**config.mk**
```make
export PLATFORM = sky130hd
export DESIGN_NAME = uart_msg_sched_flat
export DESIGN_NICKNAME = d
export VERILOG_FILES = /design/src/rtl/uart_msg_sched_if.sv /design/src/rtl/uart_msg_sched.sv /design/src/flat_wrapper.sv
export SDC_FILE = /design/constraint.sdc
export NUM_CORES = 1
export LEC_CHECK = 0
export ABC_AREA = 1
export ABC_CLOCK_PERIOD_IN_PS = 2600
export CAP_MARGIN = 0
export CORE_MARGIN = 10
export CORE_UTILIZATION = 51
export DETAILED_ROUTE_END_ITERATION = 12
export HOLD_SLACK_MARGIN = 0.03
export PLACE_DENSITY_LB_ADDON = 0.25
export RECOVER_POWER = 50
export SLEW_MARGIN = 20
export SYNTH_ARGS = -nofsm -noshare
export SYNTH_HDL_FRONTEND = slang
export SYNTH_SLANG_ARGS = --single-unit
```
**constraint.sdc**
```tcl
create_clock -name clk -period 2.6 [get_ports clk]
set_input_delay 0.39 -clock clk [delete_from_list [all_inputs] [get_ports clk]]
set_output_delay 0.39 -clock clk [all_outputs]
set_load 0.01 [all_outputs]
```
**src/rtl/uart_msg_sched_if.sv**
```systemverilog
// Byte stream from the record scheduler to the UART serializer.
// A byte transfers on any rising edge where tx_valid && tx_ready.
interface uart_msg_sched_if;
    logic [7:0] tx_data;
    logic       tx_valid;
    logic       tx_ready;

    modport master (
        output tx_data,
        output tx_valid,
        input  tx_ready
    );

    modport slave (
        input  tx_data,
        input  tx_valid,
        output tx_ready
    );
endinterface

```
**src/rtl/uart_msg_sched.sv**
```systemverilog
// Round-robin scheduler sharing one UART byte serializer between N_REQ requesters.
// Each grant emits a 4-byte ASCII record (tag, high digit, low digit, CR), then an idle gap.
module uart_msg_sched #(
    parameter int unsigned N_REQ      = 4,
    parameter int unsigned GAP_CYCLES = 834
) (
    input  logic                 clk,
    input  logic                 rst,
    input  logic [N_REQ-1:0]     req,
    input  logic [8*N_REQ-1:0]   bcd_in,
    output logic [N_REQ-1:0]     gnt,
    output logic [N_REQ-1:0]     done,
    output logic                 busy,
    uart_msg_sched_if.master     tx
);

    localparam int unsigned PW = (N_REQ > 1) ? $clog2(N_REQ) : 1;
    localparam int unsigned GW = (GAP_CYCLES > 0) ? $clog2(GAP_CYCLES + 1) : 1;

    typedef enum logic [1:0] {StIdle, StSend, StGap} state_e;

    state_e          state_q;
    logic [PW-1:0]   ptr_q;
    logic [PW-1:0]   sel_q;
    logic [1:0]      idx_q;
    logic [7:0]      snap_q;
    logic [GW-1:0]   gap_q;
    logic [N_REQ-1:0] gnt_q;
    logic [N_REQ-1:0] done_q;
    logic [7:0]      tx_data_q;
    logic            tx_valid_q;
    logic            busy_q;

    logic            found;
    logic [PW-1:0]   pick;
    logic [PW-1:0]   cand;

    function automatic logic [7:0] enc_digit(input logic [3:0] nib);
        return (nib <= 4'd9) ? {4'h3, nib} : 8'h3F;
    endfunction

    // Payload byte for record positions 1..3; position 0 (the tag) is built at grant time.
    function automatic logic [7:0] rec_byte(input logic [1:0] idx, input logic [7:0] snap);
        logic [7:0] b;
        unique case (idx)
            2'd1:    b = enc_digit(snap[7:4]);
            2'd2:    b = enc_digit(snap[3:0]);
            default: b = 8'h0D;
        endcase
        return b;
    endfunction

    // First requesting index at or after the round-robin pointer, with wrap.
    always_comb begin
        found = 1'b0;
        pick  = '0;
        cand  = '0;
        for (int unsigned k = 0; k < N_REQ; k++) begin
            cand = PW'((32'(ptr_q) + k) % N_REQ);
            if (!found && req[cand]) begin
                found = 1'b1;
                pick  = cand;
            end
        end
    end

    always_ff @(posedge clk) begin
        if (rst) begin
            state_q    <= StIdle;
            ptr_q      <= '0;
            sel_q      <= '0;
            idx_q      <= '0;
            snap_q     <= '0;
            gap_q      <= '0;
            gnt_q      <= '0;
            done_q     <= '0;
            tx_data_q  <= 8'h00;
            tx_valid_q <= 1'b0;
            busy_q     <= 1'b0;
        end else begin
            done_q <= '0;
            unique case (state_q)
                StIdle: begin
                    if (found) begin
                        sel_q      <= pick;
                        snap_q     <= bcd_in[8*pick +: 8];
                        ptr_q      <= PW'((32'(pick) + 1) % N_REQ);
                        idx_q      <= 2'd0;
                        tx_data_q  <= 8'h41 + 8'(pick);
                        tx_valid_q <= 1'b1;
                        gnt_q      <= N_REQ'(1) << pick;
                        busy_q     <= 1'b1;
                        state_q    <= StSend;
                    end
                end
                StSend: begin
                    if (tx.tx_ready) begin
                        if (idx_q == 2'd3) begin
                            tx_valid_q <= 1'b0;
                            gnt_q      <= '0;
                            done_q     <= N_REQ'(1) << sel_q;
                            if (GAP_CYCLES == 0) begin
                                busy_q  <= 1'b0;
                                state_q <= StIdle;
                            end else begin
                                gap_q   <= GW'(GAP_CYCLES);
                                state_q <= StGap;
                            end
                        end else begin
                            idx_q     <= idx_q + 2'd1;
                            tx_data_q <= rec_byte(idx_q + 2'd1, snap_q);
                        end
                    end
                end
                StGap: begin
                    if (gap_q <= GW'(1)) begin
                        busy_q  <= 1'b0;
                        state_q <= StIdle;
                    end else begin
                        gap_q <= gap_q - GW'(1);
                    end
                end
                default: state_q <= StIdle;
            endcase
        end
    end

    assign gnt         = gnt_q;
    assign done        = done_q;
    assign busy        = busy_q;
    assign tx.tx_data  = tx_data_q;
    assign tx.tx_valid = tx_valid_q;

endmodule

```
**src/flat_wrapper.sv**
```systemverilog
// flat-port wrapper written by rule: the top's interface ports become plain ports
module uart_msg_sched_flat 
#(
    parameter int unsigned N_REQ      = 4,
    parameter int unsigned GAP_CYCLES = 834
)
  (clk, rst, req, bcd_in, gnt, done, busy, tx_tx_data, tx_tx_valid, tx_tx_ready);
  uart_msg_sched_if tx_i ();
  input  logic clk;
  input  logic rst;
  input  logic [N_REQ-1:0] req;
  input  logic [8*N_REQ-1:0] bcd_in;
  output logic [N_REQ-1:0] gnt;
  output logic [N_REQ-1:0] done;
  output logic busy;
  output wire logic [$bits(tx_i.tx_data)-1:0] tx_tx_data;
  output wire logic [$bits(tx_i.tx_valid)-1:0] tx_tx_valid;
  input wire logic [$bits(tx_i.tx_ready)-1:0] tx_tx_ready;
  assign tx_tx_data = tx_i.tx_data;
  assign tx_tx_valid = tx_i.tx_valid;
  assign tx_i.tx_ready = tx_tx_ready;
  uart_msg_sched #(.N_REQ(N_REQ), .GAP_CYCLES(GAP_CYCLES)) u_core (.clk(clk), .rst(rst), .req(req), .bcd_in(bcd_in), .gnt(gnt), .done(done), .busy(busy), .tx(tx_i));
endmodule
```
Word-level counts from Yosys, hierarchy flattened
Index checks and enable logic that the tools add are counted.
Widths: inputs -> output; s select.
{"block": "totals", "ff_bits": 44, "inputBits": 39, "out_inout_bits": 18, "elab_cells": 105}
{"block": "op_classes", "n_addsub": 7, "n_lt_le_gt_ge": 7, "n_eq_ne": 11, "shifts": 3, "n_mux": 46, "bitwise_logic": 3, "reduce_logical": 17}
{"operator": "$pmux 8 s2", "count": 2}
{"operator": "$shiftx 32x6->8", "count": 1}
{"operator": "$mux 10", "count": 3}
{"operator": "$mux 8", "count": 3}
{"operator": "$mux 2", "count": 11}
{"operator": "$mux 4", "count": 5}
{"operator": "$pmux 10 s2", "count": 1}
{"operator": "$reduce_and 4->1", "count": 4}
{"operator": "$lt 2x3->1 const B", "count": 4}
{"operator": "$mux 1", "count": 12}
{"operator": "$le 10x1->1 const B", "count": 1}
{"operator": "$sub 10x1->10 const B", "count": 1}
{"operator": "$add 7x2->8 const A", "count": 1}
{"operator": "$bmux 1 s2", "count": 4}
{"operator": "$le 4x4->1 const B", "count": 2}
{"operator": "$pmux 4 s2", "count": 1}
{"operator": "$shl 1x2->4 const A", "count": 2}
{"operator": "$add 2x1->2 const B", "count": 3}
{"operator": "$eq 2x2->1 const B", "count": 3}
{"operator": "$ne 2x1->1 const B", "count": 3}
{"operator": "$ne 2x2->1 const B", "count": 3}
{"operator": "$pmux 2 s3", "count": 1}
{"operator": "$reduce_bool 2->1", "count": 3}
{"operator": "$add 2x2->2 const B", "count": 2}
{"operator": "10 further kinds", "count": 18}

Logic depth before layout (Yosys ltp)
Gate-level depths: netlist of run 1.
{"block": "logic_depth", "ltp_word": 15, "mapped_depth": 16}

Worst setup path after synthesis of run 1
Ideal clock, no wire load.
{"block": "synth_path", "path_kind": "register -> register", "from": "register u_core.ptr_q[0]", "to": "register u_core.tx_data_q[1], in the netlist u_core.tx.tx_data[1]", "setup_ps": 70, "t_arrival_ps": 1966, "path_slack_ps": 563, "path_stages_with_launch": 13, "synth_period_minus_slack_ps": 2037, "cell_sequence": "dfxtp_1 buf_6 nand2_1 nand3_1 nand2_2 inv_1 nand3_2 nand3_2 clkinv_1 ha_1 a21oi_1 or2_1 a21oi_1"}
{"block": "synth_via", "elab_chain_cells": 15, "word_cells_on_any_way": 30, "cone_classes": "4 x add/sub; 1 x eq/ne; 18 x mux; 7 x reduce/logical"}
{"element": "from (decl)", "line_no": "uart_msg_sched.sv:23", "text": "logic [PW-1:0] ptr_q;"}
{"element": "from (signal assigned)", "line_no": "uart_msg_sched.sv:87", "text": "ptr_q <= PW'((32'(pick) + 1) % N_REQ);"}
{"element": "parallel branches: the longest is 11 deep, another holds $add 2x1->2"}
{"element": "$mux 2 *", "line_no": "uart_msg_sched.sv:60", "text": "if (!found && req[cand]) begin"}
{"element": "via u_core.pick[0]", "line_no": "uart_msg_sched.sv:35", "text": "logic [PW-1:0] pick;"}
{"element": "$add 7x2->8 *", "line_no": "uart_msg_sched.sv:89", "text": "tx_data_q <= 8'h41 + 8'(pick);"}
{"element": "$mux 8 *", "line_no": "uart_msg_sched.sv:84", "text": "if (found) begin"}
{"element": "$pmux 8 s2 *", "line_no": "uart_msg_sched.sv:82", "text": "unique case (state_q)"}
{"element": "to (signal assigned)", "line_no": "uart_msg_sched.sv:89"}
{"element": "to (signal assigned)", "line_no": "uart_msg_sched.sv:111", "text": "tx_data_q <= rec_byte(idx_q + 2'd1, snap_q);"}
{"element": "to (decl)", "line_no": "uart_msg_sched.sv:30", "text": "logic [7:0] tx_data_q;"}
Mark *: on every way through the listed nets, which the timed path passes. The select of a mux whose other input is x is not followed.
A chain may end at the register's enable or synchronous reset.

Worst setup path after layout of run 1
Ends and elaborated chain as after synthesis.

==> results of run 1 <==
## state kept, by name, indices dropped and copies added (netlist names)
signal and cells:
u_core.tx.tx_valid 1, u_core.busy 1, u_core.ptr_q 2, u_core.gnt 4
u_core.sel_q 2, u_core.snap_q 8, u_core.tx.tx_data 6, u_core.gap_q 10
u_core.idx_q 2, u_core.done 4, u_core.state_q 2
## cells in the mapped netlist, drive strengths merged (2+ instances only)
library cell / number / area share
a211oi: 2 / 0.0059
a21oi: 24 / 0.047
a31oi: 3 / 0.0074
buf: 8 / 0.032
clkbuf: 3 / 0.0044
dfxtp: 42 / 0.33
ha: 9 / 0.044
inv: 55 / 0.082
nand2: 121 / 0.20
nand3: 27 / 0.062
nand4: 9 / 0.022
nor2: 53 / 0.086
o21a: 2 / 0.0059
o21ai: 22 / 0.049
xor2: 2 / 0.0069
## kinds of logic (layout without fill, tap and decap cells)
logic type                 count (synthesis)  after routing
AOI/OAI and AO/OA                         55             55
xor gates and xnor gates                   2              2
adders and majority gates                  9              9
buffers and inverters                     67            126
DFF                                       42             42
other                                      1              1
and+or+nand+nor                          214            214
## worst max-delay path: stages, from the launching register on
cell,delay (ns)
dfxtp_1,0.51
inv_2,0.15
nand2_1,0.10
nand2_2,0.10
nand2_2,0.09
inv_2,0.04
nor2_1,0.16
nand3_4,0.14
nand3_2,0.11
clkinv_1,0.08
ha_1,0.30
a21oi_1,0.06
or2_1,0.22
a21oi_1,0.11
## cell type report
cell class,instances,area [sq um]
clock buffer,5,68.82
clock inverter,3,40.04
fill,432,1534
inverter,56,212.7
multi-input combinational,281,1403
sequential,42,840.8
tap,67,83.83
timing repair buffer,62,603.1
## layer usage
| layer | wire (um) | global-route usage | vias up |
|---|---|---|---|
| met5 | 0 | 0 | - |
| met4 | 126 | 0.05438 | 0 |
| met3 | 270 | 0.04821 | 12 |
| met2 | 3009 | 0.2584 | 51 |
| met1 | 2820 | 0.1771 | 1166 |
| li1 | - | - | 1344 |
## worst min-delay path by stage
| stage | startpoint | endpoint | slack (ns) |
|---|---|---|---|
| after global routing | u_core.sel_q[0]$_SDFFE_PP0P_ | u_core.done[2]$_SDFF_PP0_ | 0.47 |
| final | u_core.sel_q[0]$_SDFFE_PP0P_ | u_core.done[2]$_SDFF_PP0_ | 0.44 |
| after CTS | u_core.sel_q[0]$_SDFFE_PP0P_ | u_core.done[2]$_SDFF_PP0_ | 0.43 |
| after detailed placement | u_core.sel_q[0]$_SDFFE_PP0P_ | u_core.done[2]$_SDFF_PP0_ | 0.42 |
| after global placement | u_core.sel_q[0]$_SDFFE_PP0P_ | u_core.done[2]$_SDFF_PP0_ | 0.42 |
| after floorplan | u_core.sel_q[0]$_SDFFE_PP0P_ | u_core.done[0]$_SDFF_PP0_ | 0.41 |
## per-stage QoR
| step | setup slack [ns] | instances |
|---|---|---|
| after detailed placement | 0.1830 | 508 |
| after global routing | 0.1441 | 516 |
| after floorplan | 0.5634 | 390 |
| after CTS | 0.3545 | 516 |
| after global placement | 0.2275 | 508 |
| final | 0.3815 | 516 |
## where the power goes
group	internal (uW)	switching (uW)	total [uW]
Combinational	790	1290	2080
Sequential	803	110	913
Clock	283	225	507
Total	1880	1630	3500
==> results.yml, run 1 <==
drt:
  final_antenna_net_count: 0
  drt_wl_total_mm: 6.227
  viasPerCell: 4.986
  first_pass_iters: 4
  drt_iter0_markers: 96
  drc: 0
  vias: 2573
  wl_per_cell_um: 12.07
clock_tree:
  cts_setup_buffers: 0
  cts_htree_levels: 2
  clockRootBuffer: "clkbuf_8"
  tritoncts: "built"
  cts_buffer_depth: 2
  ctsResizeCount: 0
  cts-buffers-inserted: 5
  path_clk_slew_ns: 0.08
  cts_sinks: 42
  clk-insertion-delay-late_ns: 0.30
  ctsHoldBuffers: 0
synth:
  synth_seq_area_share: 0.3297
  ys_ff_latch: 42
  synth-compound-area-share: 0.1217
  netlist_area_sq_um: 2550
  postSynthCellCount: 390
  yosysWarningCount: 0
  avgSynthCellArea_sq_um: 6.538
  synth_simple_gate_area_frac: 0.3759
  synth-xor-area-share: 0.006869
  muxShareOfSynthArea: 0
  synthArstFlopShare: 0
  synth_top_family_by_area: "simple AND/OR/NAND/NOR gates"
  syn_nets: 438
  synth.distinct_cells: 37
  synth_edf_count: 0
  synth_ff_type: "dfxtp_1"
  synthAdderAreaFrac: 0.04416
setup_path:
  rrSetupSlack_ns: 0.38
  arrival_ns: 2.45
  endpoint_kind: "flip-flop"
  r2r-end: "u_core.tx.tx_data[1]$_SDFFE_PP0P_"
  worst-path-max-fanout: 9
  worstSetupPathType: "flip-flop to flip-flop"
  reg2regPathDepth: 13
  critPathLaunchType: "flip-flop"
  cp-endpoint: "u_core.tx.tx_data[1]$_SDFFE_PP0P_"
  reg2reg_from: "u_core.ptr_q[0]$_SDFFE_PP0P_"
  worstSetupStartpoint: "u_core.ptr_q[0]$_SDFFE_PP0P_"
  required_ns: 2.83
finish:
  n_antenna_cell: 0
  final_nets: 496
  post-route-util: 0.6795
  post-route-cell-area_sq_um: 3252
  area_growth_pct: 27.53
  layout_common_cells: "110 x nand2_1, 50 x inv_1, 49 x nor2_1"
  drive_gt1_frac: 0.08909
  final_common_cell: "nand2_1"
power:
  power.leakage_uw: 0.001591
  power_uw: 3502
  p_per_area_nw_per_um2: 1077
  worst_ir_drop_vdd_mv: 0.6146
sta:
  whs_ns: 0.4378
  report.final.slew_viol_count: 0
  setup_viol: 0
  setup-tns-final_ns: 0
  layout_min_cycle_time_ns: 2.219
  clock_skew_ns: 0.002669
  rsz0062_at_grt: "no"
  fmax_ghz: 0.4507
  fin_crit_sh: 0.8533
  hold_violations: 0
flow_run:
  drv_cap: 0
placed_design:
  io_buffers: 55
  hpwlAfterDp_mm: 4.923
  gp_congestion: 0.8990
  placed_cell_area_sq_um: 3143
global_route:
  grt_first_pass_wirelength_mm: 10.70
  grt_start_max_net_pins: 29
  antenna_found_initial: 0
  track_usage: 0.1532
  grt-ovfl-total: 0
  grt_pass1_vias: 2417
worst_hold_path:
  min_path_cells: 1
  min_path_type: "flip-flop to flip-flop"
floorplan:
  num_io_pins: 57
  die_x_um: 90.71
  core.rowCount: 25
  core_sq_um: 4786
  die_h_um: 90.71
  die-area_sq_um: 8228
  initial_core_util: 0.5328
run_status:
  status: "finished clean"
(Power assumes the default switching activity.)
==> run 2: changes to the inputs <==
--- a/config.mk
+++ b/config.mk
@@ -5,11 +5,10 @@
 export SDC_FILE = /design/constraint.sdc
 export NUM_CORES = 1
 export LEC_CHECK = 0
-export ABC_AREA = 1
 export ABC_CLOCK_PERIOD_IN_PS = 2600
 export CAP_MARGIN = 0
 export CORE_MARGIN = 10
-export CORE_UTILIZATION = 51
+export CORE_UTILIZATION = 49
 export DETAILED_ROUTE_END_ITERATION = 12
 export HOLD_SLACK_MARGIN = 0.03
 export PLACE_DENSITY_LB_ADDON = 0.25
==> results.yml, run 2 <==
flow_run:
  drv_cap: 0
power:
  power.leakage_uw: 0.001227
  worst_ir_drop_vdd_mv: 0.3594
  power_uw: 1524
  p_per_area_nw_per_um2: 522.2
finish:
  n_antenna_cell: 0
  layout_common_cells: "42 x dfxtp_1, 37 x clkdlybuf4s50_1, 24 x nor2_1"
  area_growth_pct: 27.35
  largest_reg_flops: 10
  drive_gt1_frac: 0.06885
  final_common_cell: "dfxtp_1"
  n_fill_cell: 410
  post-route-util: 0.6568
  stdcell_count: 357
  final_nets: 353
  largest_register: "u_core.gap_q"
synth:
  synth.distinct_cells: 52
  synthTopCellsByCount: "42 x dfxtp_1, 24 x nor2_1, 21 x a21oi_1, 19 x nand2_1, 16 x mux2i_1"
  postSynthCellCount: 251
  yosysWarningCount: 0
  syn_nets: 299
  synthMostInstantiatedCell: "dfxtp_1"
  synthArstFlopShare: 0
  synth_seq_area_share: 0.3668
  yosys.area.top_type: "dfxtp_1"
  netlist_area_sq_um: 2292
  synth_ff_type: "dfxtp_1"
  synth_edf_count: 0
  synthTopCellsByArea: "dfxtp_1 37%, mux2i_1 7.0%, ha_1 4.9%"
  avgSynthCellArea_sq_um: 9.132
  synth_top_area_frac: 0.3668
  ys_ff_latch: 42
drt:
  final_antenna_net_count: 0
  wl_per_cell_um: 15.78
  vias: 2013
  viasPerCell: 5.639
  drt_wl_total_mm: 5.632
  drt_iter0_markers: 80
  first_pass_iters: 4
  drc: 0
floorplan:
  num_io_pins: 57
  core.rowCount: 24
  die-area_sq_um: 7814
  die_h_um: 88.40
  core_sq_um: 4444
  initial_core_util: 0.5158
  die_x_um: 88.40
sta:
  report.final.slew_viol_count: 0
  setup-tns-final_ns: 0
  layout_min_cycle_time_ns: 2.171
  hold_violations: 0
  fmax_ghz: 0.4607
  fin_crit_sh: 0.8349
  clock_skew_ns: 0.004867
  whs_ns: 0.4488
  rsz0062_at_grt: "no"
  setup_viol: 0
setup_path:
  rrSetupSlack_ns: 0.59
  worst-path-max-fanout: 5
  reg2reg_from: "u_core.idx_q[0]$_SDFFE_PP0P_"
  endpoint_kind: "flip-flop"
  worstSetupPathType: "input port to flip-flop"
  reg2regPathDepth: 6
  required_ns: 2.83
  critPathLaunchType: "input port"
  cp_cell_sequence: "dlygate4sd3_1 > a21oi_1 > nor3b_1 > or3_4 > inv_2 > ha_1 > nor2_1 > or3_1 > a21oi_1"
  cp_slowest_stage_delay_ns: 0.60
  arrival_ns: 2.40
  worst_path_max_delay_cell: "dlygate4sd3_1"
  r2r-end: "u_core.gap_q[8]$_SDFFE_PP0P_"
  crit_path_frequent_cell: "a21oi_1"
placed_design:
  gp_congestion: 0.9079
  hpwlAfterDp_mm: 4.383
  io_buffers: 55
  dpl.cell_count: 350
clock_tree:
  clockRootBuffer: "clkbuf_8"
  ctsHoldBuffers: 0
  path_clk_slew_ns: 0.07
  cts_htree_levels: 2
  ctsResizeCount: 0
  clk-insertion-delay-late_ns: 0.29
  cts_buffer_depth: 2
  cts-buffers-inserted: 5
  tritoncts: "built"
  cts_sinks: 42
  cts_setup_buffers: 0
global_route:
  grt_start_max_net_pins: 26
  antenna_found_initial: 0
  grt_first_pass_wirelength_mm: 9.763
  track_usage: 0.1553
  grt-ovfl-total: 0
  grt_pass1_vias: 2045
worst_hold_path:
  min_path_type: "flip-flop to flip-flop"
  worstHoldStart: "u_core.tx.tx_data[0]$_SDFFE_PP0P_"
  min_path_cells: 2
  hold_end: "u_core.tx.tx_data[0]$_SDFFE_PP0P_"
run_status:
  status: "finished clean"
[run 2: cell count changes in the layout (fill, tap and decap cells not counted), moves of 6 or more]
cell	before	now
nand3_1	24	1
nand3b_1	0	9
nand2_1	110	19
nor2_1	49	24
nand2_2	9	0
o21ai_0	19	5
or3_1	0	6
mux2i_1	0	16
nand2b_1	0	8
nand4_1	9	0
inv_1	50	6
o221ai_1	0	6
xnor2_1	0	7
[run 2: layout make-up]
class	count	area, sq um	share of cell area
Tap cell	52	65.06	0.02229
Timing Repair Buffer	62	595.6	0.2040
Clock buffer	7	76.32	0.02615
Inverter	7	26.28	0.009001
Sequential cell	42	840.8	0.2880
Multi-Input combinational cell	187	1315	0.4505
[run 2: per-layer routing]
| metal | GRT usage | share of wire | vias to the layer above |
|---|---|---|---|
| li1 | - | - | 1018 |
| met1 | 0.1829 | 0.44 | 934 |
| met2 | 0.2619 | 0.48 | 57 |
| met3 | 0.05331 | 0.080 | 4 |
| met4 | 0.04405 | 0.0075 | 0 |
| met5 | 0 | 0 | - |
[run 2: worst max-delay path: cells and delay by family]
family / cells / cell delay (ns)
compound gates: 2 / 0.29
fa+ha+maj: 1 / 0.15
simple gates: 4 / 0.87
buf+inv: 2 / 0.70
[run 2: kinds of logic after synthesis]
kind of cell	after synthesis	share of synthesized area
other cells	1	0.001636
xor+xnor	7	0.02675
flops	42	0.3668
fa+ha+maj	9	0.04913
buf+inv	22	0.05458
mux	16	0.06987
simple gates	88	0.2123
compound gates	66	0.2189
[run 2: per-stage QoR]
step	area [sq um]	setup slack, ns
floorplan	2292	0.5352
global placement	2861	0.2695
detailed placement	2861	0.2238
CTS	2938	0.5237
global route	2919	0.3248
finish	2919	0.4292
[run 2: how the worst max path moves through the flow]
stage                     startpoint                                end  slack (ns)  cells after the start
after floorplan               req[1]  u_core.tx.tx_data[1]$_SDFFE_PP0P_        0.54                     10
after global placement        req[1]  u_core.tx.tx_data[1]$_SDFFE_PP0P_        0.27                      9
after detailed placement      req[1]  u_core.tx.tx_data[1]$_SDFFE_PP0P_        0.22                      9
after CTS                     req[1]  u_core.tx.tx_data[1]$_SDFFE_PP0P_        0.52                      9
after global routing          req[1]  u_core.tx.tx_data[1]$_SDFFE_PP0P_        0.32                      9
final                         req[1]  u_core.tx.tx_data[1]$_SDFFE_PP0P_        0.43                      9
[run 2: power breakdown]
part | leakage, uW | internal (uW) | total, uW | switching [uW]
Combinational | 0.000846 | 208 | 393 | 185
Clock | 0.0000383 | 185 | 389 | 205
Sequential | 0.000343 | 696 | 742 | 46.7
